<file path="src/rtl/timer_dev.sv">
// Memory-mapped 32-bit down-counter timer with one-shot and auto-reload modes.
// The interrupt is IM-masked, and the pending flag is cleared by any CTRL write.
module timer_dev (
    input  logic        clk,
    input  logic        clr,
    input  logic [1:0]  addr,
    input  logic        we,
    input  logic [31:0] wdata,
    output logic [31:0] rdata,
    output logic        irq
);

    typedef enum logic [1:0] {
        S_IDLE,
        S_LOAD,
        S_CNT,
        S_INT
    } state_t;

    state_t      r_state;
    state_t      w_next;
    logic [3:0]  r_ctrl;
    logic [31:0] r_preset;
    logic [31:0] r_count;
    logic        r_pending;

    logic w_en;
    logic w_auto;
    logic w_zero;
    logic w_ctrl_wr;
    logic w_preset_wr;

    assign w_en        = r_ctrl[0];
    assign w_auto      = (r_ctrl[2:1] == 2'b01);
    assign w_zero      = (r_count == 32'd0);
    assign w_ctrl_wr   = we && (addr == 2'd0);
    assign w_preset_wr = we && (addr == 2'd1);

    always_comb begin
        w_next = r_state;
        case (r_state)
            S_IDLE:  if (w_en) w_next = S_LOAD;
            S_LOAD:  w_next = S_CNT;
            S_CNT: begin
                if (!w_en)
                    w_next = S_IDLE;
                else if (w_zero)
                    w_next = S_INT;
            end
            S_INT:   w_next = w_auto ? S_LOAD : S_IDLE;
            default: w_next = S_IDLE;
        endcase
    end

    always_ff @(posedge clk or posedge clr) begin
        if (clr)
            r_state <= S_IDLE;
        else
            r_state <= w_next;
    end

    // The CPU CTRL write is placed last so it overrides the hardware EN clear
    // and the pending set/clear on the same edge.
    always_ff @(posedge clk or posedge clr) begin
        if (clr) begin
            r_ctrl    <= 4'd0;
            r_preset  <= 32'd0;
            r_count   <= 32'd0;
            r_pending <= 1'b0;
        end else begin
            case (r_state)
                S_LOAD: r_count <= r_preset;
                S_CNT: begin
                    if (w_en) begin
                        if (w_zero)
                            r_pending <= 1'b1;
                        else
                            r_count <= r_count - 32'd1;
                    end
                end
                S_INT: begin
                    if (w_auto)
                        r_pending <= 1'b0;
                    else
                        r_ctrl[0] <= 1'b0;
                end
                default: ;
            endcase
            if (w_ctrl_wr) begin
                r_ctrl    <= wdata[3:0];
                r_pending <= 1'b0;
            end
            if (w_preset_wr)
                r_preset <= wdata;
        end
    end

    always_comb begin
        rdata = 32'd0;
        case (addr)
            2'd0:    rdata = {28'd0, r_ctrl};
            2'd1:    rdata = r_preset;
            2'd2:    rdata = r_count;
            default: rdata = 32'd0;
        endcase
    end

    assign irq = r_ctrl[3] & r_pending;

endmodule

</file>
<file path="config.mk">
export PLATFORM = sky130hd
export DESIGN_NAME = timer_dev
export DESIGN_NICKNAME = d
export VERILOG_FILES = /design/src/rtl/timer_dev.sv
export SDC_FILE = /design/constraint.sdc
export NUM_CORES = 1
export LEC_CHECK = 0
export ABC_AREA = 0
export CELL_PAD_IN_SITES_DETAIL_PLACEMENT = 2
export CELL_PAD_IN_SITES_GLOBAL_PLACEMENT = 2
export CORE_MARGIN = 5
export CORE_UTILIZATION = 33
export DETAILED_ROUTE_END_ITERATION = 8
export GPL_TIMING_DRIVEN = 0
export PLACE_DENSITY_LB_ADDON = 0.1
export SYNTH_ARGS = -nofsm -noshare
export SYNTH_HDL_FRONTEND = slang
export SYNTH_SLANG_ARGS = --single-unit
export TNS_END_PERCENT = 100
</file>
<file path="constraint.sdc">
create_clock -name clk -period 2.7 [get_ports clk]
set_clock_uncertainty 0.05 [all_clocks]
set_input_delay 0.405 -clock clk [delete_from_list [all_inputs] [get_ports clk]]
set_output_delay 0.405 -clock clk [all_outputs]
set_load 0.02 [all_outputs]
</file>
# Yosys cells after proc, flatten, opt, wreduce, memory -nomap -nowiden
# Index checks and enable logic that the tools add are counted.
[op_classes] n_addsub=1 n_eq_ne=14 muxes=17 bitwise_logic=1 n_reduce_logical=12
[op_table] operator="one-hot mux 32 bit (3 select lines)" n=1
[op_table] operator="two-way mux 32 bit" n=2
[op_table] operator="one-hot mux 32 bit (2 select lines)" n=1
[op_table] operator="zero test 32 bit" n=1
[op_table] operator="subtractor 32 x 1 -> 32 bit, second input constant" n=1
[op_table] operator="inequality test 3 bit, second input constant" n=4
[op_table] operator="two-way mux 1 bit" n=8
[op_table] operator="one-hot mux 2 bit (4 select lines)" n=1
[op_table] operator="equality test 2 x 1 -> 1 bit, second input constant" n=3
[op_table] operator="equality test 2 bit, second input constant" n=3
[op_table] operator="two-way mux 2 bit" n=3
[op_table] operator="inequality test 2 bit, second input constant" n=3
[op_table] operator="zero test 2 bit" n=2
[op_table] operator="AND reduction 2 bit" n=2
[op_table] operator="AND reduction 4 bit" n=1
[op_table] operator="nonzero test 2 bit" n=2
[op_table] operator="AND reduction 3 bit" n=1
[op_table] operator="nonzero test 3 bit" n=1
[op_table] operator="logical AND 1 bit" n=2
[op_table] operator="inequality test 2 x 1 -> 1 bit, second input constant" n=1
[op_table] operator="one-hot mux 1 bit (2 select lines)" n=1
[op_table] operator="AND 1 bit" n=1
[word_totals] register_bits=71 input_bits=37 out_inout_bits=33 wordCells=51

# Logic depth before layout (Yosys ltp)
# Gate-level depths: netlist of run 1.
[logic_depth] word_depth=5 ltp_mapped=9 mapped_depth_nobuf=7

# Worst setup path after synthesis of run 1
# Ideal clock, no wire load.
[synth_path] path_type="flip-flop to flip-flop" from="register r_count[0]" to="register r_count[30]" setup_time_ns=0.124 arrival_ns=2.329 required_time_ns=2.526 setup_slack_ns=0.198 path_stages_with_launch=9 path_buffers=1 period_less_slack_ns=2.502 path_cell_list="dfrtp_1 > inv_1 > ha_1 > nor4b_1 > nand3_1 > or3_1 > clkbuf_1 > o211a_1 > a211o_1"
[synth_via] elab_chain_len=4 word_cells_on_any_way=7 cone_classes="1 x add/sub; 1 x eq/ne; 3 x mux; 2 x reduce/logical"
[synth_lines] item="start, declared" line_no="24" rtl="logic [31:0] r_count;"
[synth_lines] item="start signal, assigned" line_no="72" rtl="S_LOAD: r_count <= r_preset;"
[synth_lines] item="start signal, assigned" line_no="78" rtl="r_count <= r_count - 32'd1;"
[synth_lines] item="subtractor 32 x 1 -> 32 bit" line_no="78"
[synth_lines] item="two-way mux 32 bit" line_no="75" rtl="if (w_zero)"
[synth_lines] item="two-way mux 32 bit" line_no="74" rtl="if (w_en) begin"
[synth_lines] item="one-hot mux 32 bit (2 select lines)" line_no="71" rtl="case (r_state)"
# Parallel ways exist; a longest one is shown, timed or not. The select of a mux whose other input is x is not followed.
# A chain may end at the register's enable or synchronous reset.

# Worst setup path after layout of run 1
[layout_path] from="register r_count[26]" to="register r_count[20]"
[layout_via] elab_chain_len=3
[layout_lines] item="zero test 32 bit" line_no="35" rtl="assign w_zero = (r_count == 32'd0);"
[layout_lines] item="inequality test 2 bit (no source line)"
[layout_lines] item="AND reduction 3 bit (no source line)"
# Every way passes these cells.

==> results, run 1 <==
- The flow ran to the end, and the final reports show no timing, DRC or antenna violations.
- The count of pins over their slew limit is 0.
- Excluding fillers, the count of instances in the completed layout stands at 648.
- STA classifies the critical path startpoint as a register.
- The area added between synthesis and finish is 36.4%.
- The dominant register cell in the synthesized netlist is sky130_fd_sc_hd__dfrtp_1.
- The first detailed-routing pass ran for 4 iterations.
- In the post-route analysis, the smallest setup slack over all paths is about 47 ps.
- Cells with a size suffix above 1 make up around a fifth of the layout.
- The repair_antennas step left the layout with diodes totalling 0.
- The mean number of vias per cell is 5.97.
- Traced cell by cell, the critical path runs through or4_4, or4b_4, o31a_1, buf_6, buf_4, a22o_1.
- The starting density of the core is about a third.
- The summed instance area of the synthesized netlist is ~4000 um2.
- Counting flops with a built-in enable in the synthesized netlist gives 0.
- Once detailed placement completed, the half-perimeter wirelength came to about 11 mm.
- The final estimated routing congestion in global placement is around 0.83.
- The worst setup path is captured at a register.
- After layout, the worst path uses a little over nine tenths of the clock period.
- The CTS tree is built.
- The post-route setup TNS is 0 ps.
- The global-route wire length before repair is 25.1 mm.
- The worst register-to-register path ends at r_count[20].
- The flip-flop and latch area is 1780 um2.
- The critical path capture point is r_count[20].
- The clock net in this run drives a total of just over 70 sinks.
- The clock tree buffer depth is 2.
- The sum of buffers and inverters on the critical path is 2.
- For the pin with the worst max-slew slack, the measured transition is 930 ps.
- In this run, placement finished with an instance count of roughly 630.
- The largest fanout on the critical path is 10.
- Grouping stages by cell kind, the critical path spends the most delay in simple AND/OR/NAND/NOR gates.
- The endpoint arrival time on the critical path is ~2800 ps.
- The type of the worst setup path is register to register.
- The detailed router's first-iteration violation count is ~230.
- The cell type of the slowest stage on the worst timing path is sky130_fd_sc_hd__or4_4.
- After detailed routing, the met3 layer carries between 800 and 900 um of wire.
- The highest routed metal layer is met4.
- Synthesis produced a netlist with a net count of 447.
- By instance count, the leading cell after synthesis is sky130_fd_sc_hd__dfrtp_1.
- The root buffer cell chosen for the clock tree is sky130_fd_sc_hd__clkbuf_16.
- The clock tree synthesis step divided the H-tree into 3 levels.
- The horizontal die dimension is between 100 and 150 um.
- Entering global routing, the biggest net connects 40 pins.
- The total global routing overflow is 0.
- The post-route antenna net violation count is 0.
- At the end of the flow, the number of nets in the layout was 534.
- Setup repair after global routing could not meet its margin everywhere.
- The area of the multi-input gates is approximately 2100 um2.
- Data on the critical path is required at its endpoint by between 2000 and 3000 ps.
- In this run the core area contains 40 standard-cell rows.
- The critical path startpoint is r_count[26].
- The die covers ~14000 um2.
- The number of cells on the worst reg-to-reg path is 6.
- The register-to-register path setup slack is 50 ps.
- The worst slew margin relative to its limit is 37.9%.
- Input and output buffers added on the ports amount to between 60 and 70.
- After synthesis, flip-flops and latches occupy 44.2% of the total area.
- The share of the synthesized area in the top cell type is ~44%.
- The synthesis warning total is 0.
- The routed design uses just over 8 mm of met2 wire.
- The finished cells cover about 5500 um2.
- Setup violations remaining at the end of the flow were counted as 0.
- In the synthesized netlist the async set-or-reset flop fraction comes to 100%.
- The number of max-cap violations is 0.
- The leading area contributor after synthesis is sky130_fd_sc_hd__dfrtp_1.
- Synthesis handed over a netlist of approximately 410 instances.
- The tightest min-delay check is of the primary input to asynchronous set/reset pin type.
- The register bit total from synthesis is between 70 and 80.
- VDD sags by at most between 0.3 and 0.4 mV.
- The initial antenna violation count was 0.
- The synthesized area divided by synthesized cell count is 9.82 um2.
- The number of hold violations in the final report is 0.
- The filler cells instantiated in the layout total about 1300.
- For this run, the total global-route usage over all layers was measured as 22.7%.
- The path length in cells of the critical path is 6.
- In this run the static leakage power is between 2 and 2.5 nW.
- The area inside the core boundary is roughly 12000 um2.
- In this design, the stage delay of the slowest critical-path cell is around 580 ps.
- The start of the worst register-to-register path is r_count[26].
- The setup slack at placement is -1030 ps.
- The clock network latency to the later pin of the worst-skew pair is 350 ps.
- After detailed routing, the average wire length per cell comes to ~25 um.
- After detailed routing, the wire length on met1 is ~6.8 mm.
- After detailed routing, the number of remaining DRC violations is 0.
- By area the synthesized netlist is led by sky130_fd_sc_hd__dfrtp_1 44%, sky130_fd_sc_hd__mux2_2 9.8%, sky130_fd_sc_hd__a22o_1 7.4%.
- Buffers inserted during clock tree synthesis total 9.
- The final critical-path required period is approximately 2700 ps.
- The via count of the first global-routing pass is roughly 4300.
- The top-level I/O count is 70.
- The unique cell type count in the Yosys netlist is 56.
- The routed design has 16.3 mm of wire.
- The routed layout has just under 4000 vias.
- The die height is roughly 120 um.
- For this design the ratio of total power to cell area is approximately 1100 nW/um2.
- Once placement finished, the instance area stood at 4900 um2.
- The peak clock frequency supported by timing is around 380 MHz.
- The clock transition at the register clock pins on the worst setup and hold paths after CTS is about 60 ps.
- The commonest cells after synthesis are 71 x sky130_fd_sc_hd__dfrtp_1, 35 x sky130_fd_sc_hd__mux2_2, 34 x sky130_fd_sc_hd__a22o_1, 33 x sky130_fd_sc_hd__nand2_1.
where the power goes:
part           internal [mW]  total [mW]  switching [mW]
sequential              1.42        1.91           0.488
clock                   1.05        1.54           0.495
combinational           1.06        2.44            1.38
cell usage in the layout, fill, tap and decap left out, drive strengths merged, types with 6 or more instances in the layout:
| cell type | n |
|---|---|
| a21oi | 19 |
| a22o | 34 |
| a22oi | 6 |
| a31oi | 6 |
| buf | 21 |
| clkbuf | 33 |
| clkdlybuf4s50 | 64 |
| dfrtp | 71 |
| mux2 | 35 |
| nand2 | 33 |
| nor2 | 24 |
| nor3 | 14 |
| nor4 | 12 |
| o21ai | 26 |
| or4 | 6 |
flip-flops by register name, summed over array words and instances (netlist names):
register and cells:
r_pending 1, r_preset 32, r_count 32, r_state 2
r_ctrl 4
logic make-up (layout without fill, tap and decap cells):
kind of cell / count (synthesis) / count (layout) / synth area share (%)
compound gates: 134 / 134 / 24.2
simple gates: 125 / 125 / 16.3
flops: 71 / 71 / 44.2
mux: 39 / 39 / 10.8
fa+ha+maj: 1 / 1 / 0.311
buf+inv: 39 / 131 / 4.14
metrics by stage:
stage	utilization, %	power, mW	hold WS [ps]
after floorplan	-	3.22	423
after global placement	40.8	4.01	466
after detailed placement	41.0	4.13	475
after CTS	44.8	5.75	402
after global routing	45.8	6.22	430
final	45.8	5.90	377
worst min path at each step:
| stage | startpoint | endpoint | slack [ps] | depth (start not counted) |
|---|---|---|---|---|
| floorplan | r_preset[16] | r_count[16] | 420 | 2 |
| global placement | r_preset[16] | r_preset[16] | 470 | 1 |
| detailed placement | r_ctrl[3] | r_ctrl[3] | 480 | 1 |
| CTS | clr | r_preset[27] | 400 | 2 |
| global route | clr | r_preset[27] | 430 | 2 |
| finish | clr | r_preset[27] | 380 | 2 |
final cells by class:
cell class	instances	area share [%]
Sequential cell	71	32.5
Clock inverter	5	2.33
Buffer	34	3.93
Timing Repair Buffer	77	13.9
Tap cell	147	3.36
Clock buffer	11	4.61
Multi-Input combinational cell	299	39.1
Inverter	4	0.320
repair_timing:
action                                  in CTS  in global routing
endpoints found under the setup margin      65                 45
buffers inserted                             0                  8
hold buffers                                 0                  0
resized for setup                           29                 19
pin swaps                                    1                  3
routing by layer:
metal | up-vias | global-route usage, %
li1 | 1734 | -
met1 | 2015 | 29.0
met2 | 100 | 39.0
met3 | 22 | 3.32
met4 | 0 | 8.57
met5 | - | 0
No activity file was read; power rests on OpenSTA's default activity.
==> run 2: changes to the inputs <==
- SLEW_MARGIN: default -> 5
==> results of run 2 <==
Final layout, timing and power as in run 1 (identical DEF).
==> run 3: changes to the inputs <==
- ABC_CLOCK_PERIOD_IN_PS: default -> 2700
==> results of run 3 <==
Final layout, timing and power as in run 1 (identical DEF).
==> RTL change 1, RTL diff (settings of run 2) <==
Put a register stage on the output `irq`. The value now appears one clock later. The other outputs are not delayed to match.
--- a/src/rtl/timer_dev.sv
+++ b/src/rtl/timer_dev.sv
@@ -107,3 +107,5 @@
 
-    assign irq = r_ctrl[3] & r_pending;
+    always_ff @(posedge clk) begin
+        irq <= r_ctrl[3] & r_pending;
+    end
 
Formal check against the unedited RTL: not equivalent (a bounded check fails within 10 cycles, from zero or initial values).
==> RTL change 1 against run 2 <==
Critical endpoint is now r_count[6]$_DFFE_PP0P_. Critical path type unchanged. Sequential cell count grew 1. Final area shrank 2.3%. Power shrank 7.8%. Utilization shrank 1.2 points. Count of clock-buffer cells in the layout grew 5. Wire length shrank 4.8%. Area after synthesis grew 0.50%. Combinational power shrank 2%. Worst setup slack gained 0.0030 ns. Via count shrank 1.2%.
==> RTL change 1: results (changes against run 2) <==
Setup path
  – Worst reg2reg path startpoint: r_count[28]$_DFFE_PP0P_
  – FF-to-FF End: r_count[6]$_DFFE_PP0P_
  – R2R cell count: 7 (+1)

Global route
  – Largest net degree at the start of global routing: 42 (+5.0%)
  – Total Routing Usage GR: 21.9% (-0.80 points)
  – Met3 Track Usage GR: 4.96% (+1.6 points)
  – Met2 Use GR: 38.4% (-0.67 points)
  – Met1 Usage GRT: 26.9% (-2.1 points)
  – First-pass GRT wire length: 24,300 um (-3.0%)

Placement
  – Final GP Congestion: 0.819 (-1.1%)
  – DP Cell Count: 626 (+0.16%)
  – Setup WS pre-CTS: -1.05 ns (-0.0128 ns)
  – Hpwl dp: 10,800 um (-1.0%)

Layout
  – Fraction of layout cells with a size suffix above 1: 16.9% (-2.0 points)
  – Nets: 535 (+0.19%)

Synthesis
  – Syn nets: 448 (+0.22%)
  – Mapped Avg Cell Area: 9.84 sq um (+0.25%)
  – Synth area leaders: dfrtp_1 (44%), mux2_2 (9.8%), a22o_1 (7.4%), nand2_1 (3.1%), o21ai_0 (3.0%)

Detailed routing
  – Wire length on met3: 661 um (-21%)
  – Vias per inst: 5.89 (-1.3%)
  – Per-cell routed wire length: 23.9 um (-4.9%)

STA
  – PnR worst setup slack: 0.0497 ns (+0.00296 ns)
  – Max transition margin: 45.5% (+7.6 points)
  – Hold Slack: 0.383 ns (+0.00600 ns)

CTS
  – CTS Buf Count: 9 (unchanged)

Power and ir drop
  – Tot Pwr: 0.00543 W (-7.8%)
  – Leak: 2.09 nW (-2.0%)
  – Max VDD drop: 446 uV (+13%)

Run status
  – Status: finished clean
==> RTL change 1: what timing repair did <==
item	in CTS	in global routing
endpoints found under the setup margin	58	43
pin swaps	0	4
gates resized for setup	29	9
buffers inserted	1	7
hold buffers	0	0
==> RTL change 1: cell type report <==
| type | instances | area [sq um] |
|---|---|---|
| fill | 1307 | 6660 |
| sequential | 72 | 1800 |
| inverter | 4 | 17.5 |
| buffer | 34 | 205 |
| tap | 147 | 184 |
| timing repair buffer | 77 | 758 |
| clock buffer | 16 | 282 |
| multi-input combinational | 299 | 2110 |
==> RTL change 1: logic make-up (layout without fill, tap and decap cells) <==
kind of cell / after synthesis / in the layout / synth area share [%]
compound gates: 134 / 134 / 24.1
fa+ha+maj: 1 / 1 / 0.310
buf+inv: 39 / 131 / 4.12
flops: 72 / 72 / 44.5
mux: 39 / 39 / 10.8
simple gates: 125 / 125 / 16.2
==> RTL change 2, RTL diff (config.mk and constraints of run 2) <==
Without the edit above. Re-encode `state_t` (4 states) as one-hot, 4 bits wide.
--- a/src/rtl/timer_dev.sv
+++ b/src/rtl/timer_dev.sv
@@ -12,7 +12,7 @@
 
-    typedef enum logic [1:0] {
-        S_IDLE,
-        S_LOAD,
-        S_CNT,
-        S_INT
+    typedef enum logic [3:0] {
+        S_IDLE = 4'b0001,
+        S_LOAD = 4'b0010,
+        S_CNT  = 4'b0100,
+        S_INT  = 4'b1000
     } state_t;
Check against the original RTL: no difference found for any inputs over 4 cycles, from zero or initial values; so few cycles prove little.
==> RTL change 2 against run 2 <==
Final area about the same. Area after synthesis up 3.8%. Sequential cell count up 2. Non-clock buffer count down 9. Power down 19%. Wire length down 0.11%. Worst setup slack better by 0.038 ns. Largest cell class unchanged.
==> RTL change 2: results (changes against run 2) <==
STA
  – Actual slew at the worst max-slew pin: 0.855 ns (-0.0748 ns)
  – PnR worst setup slack: 0.0844 ns (+0.0377 ns)
  – Hold Slack: 0.389 ns (+0.0118 ns)

Global route
  – Number of global-route vias before repair: 4,411 (+3.7%)
  – First-pass GRT wire length: 25,500 um (+1.7%)
  – Initial antenna violation count: 0 (unchanged)
  – Total Routing Usage GR: 22.7% (-0.031 points)

Placement
  – Hpwl dp: 11,300 um (+3.5%)
  – Placed Area: 0.00509 sq mm (+3.8%)
  – Final GP Congestion: 0.844 (+1.9%)
  – Setup WS pre-CTS: -0.837 ns (+0.197 ns)

Detailed routing
  – Drt pass-1 iters: 4 (unchanged)
  – Vias per inst: 5.83 (-2.4%)
  – DR iter-0 viols: 261 (+13%)
  – Per-cell routed wire length: 24.3 um (-3.2%)

Synthesis
  – Syn nets: 448 (+0.22%)
  – Register area share after synthesis: 43.8% (-0.39 points)
  – Unique masters post-synth: 53 (-5.4%)
  – Synth area leaders: dfrtp_1 (43%), mux2_2 (9.5%), a22o_1 (6.7%), o2bb2ai_1 (2.7%), a22oi_1 (2.5%)
  – Most frequent cells after synthesis: dfrtp_1 (72), mux2_2 (35), a22o_1 (32), nor2_1 (28), clkbuf_1 (19)

Power and ir drop
  – Comb. pwr: 0.00159 W (-35%)
  – Max VDD drop: 330 uV (-16%)
  – P_clk: 0.00127 W (-18%)
  – Cell-internal power: 0.00296 W (-16%)
  – Leak: 2.25 nW (+5.1%)

CTS
  – Post-CTS setup buffers: 3 (+3)
  – Clock Pin Slew Worst Setup and Hold Paths: 0.06 ns (about the same)
  – CTS Buf Count: 9 (unchanged)
  – Longest Clk Path Bufs: 2 (unchanged)
  – Number of gates resized after cts: 54 (+86%)
  – CTS root buffer: clkbuf_16

Layout
  – Fraction of layout cells with a size suffix above 1: 17.3% (-1.7 points)
  – Nets: 530 (-0.75%)
  – Registers with the most flip-flops: r_count x32, r_preset x32

Setup path
  – Worst Path Arrival: 2.79 ns (-0.04 ns)
  – Worst reg2reg path startpoint: r_count[22]$_DFFE_PP0P_
  – CP delay by family, top: simple AND/OR/NAND/NOR gates
  – Setup CP Type: flop to flop
  – FF-to-FF End: r_count[18]$_DFFE_PP0P_
  – CP max stage delay: 0.62 ns (+0.04 ns)
  – Crit Path Max Fanout: 10 (unchanged)

Hold path
  – HP Class: input pin to async pin

Flow run
  – Max Cap Violations: 0 (unchanged)

Run status
  – Status: finished clean
[RTL change 2: through the flow]
step	total power, W	cells
floorplan	0.00284	410
global placement	0.00343	650
detailed placement	0.00354	651
CTS	0.00482	669
global route	0.00506	669
finish	0.00479	669
[RTL change 2: final cells by class]
cell class                      instances  area [sq um]
Sequential cell                        73          1830
Tap cell                              172           215
Fill cell                            1345          7040
Clock inverter                          2          35.0
Buffer                                 30           176
Inverter                                9          38.8
Timing Repair Buffer                   72           686
Multi-Input combinational cell        297          2220
Clock buffer                           14           274
[RTL change 2: logic make-up after synthesis]
family,Yosys count,synth area share (%)
DFF,73,43.8
AOI/OAI and AO/OA,140,25.3
buffers and inverters,40,4.11
muxes,40,10.7
and+or+nand+nor,115,15.6
adders and majority gates,1,0.300
xor gates and xnor gates,1,0.210
[RTL change 2: layer usage]
layer  part of all wire (%)  vias up  global-route usage, %
li1                       -     1757                      -
met1                     43     2033                   28.7
met2                     51       86                   39.2
met3                    3.8       23                   3.46
met4                    2.3        0                   8.47
met5                      0        -                      0
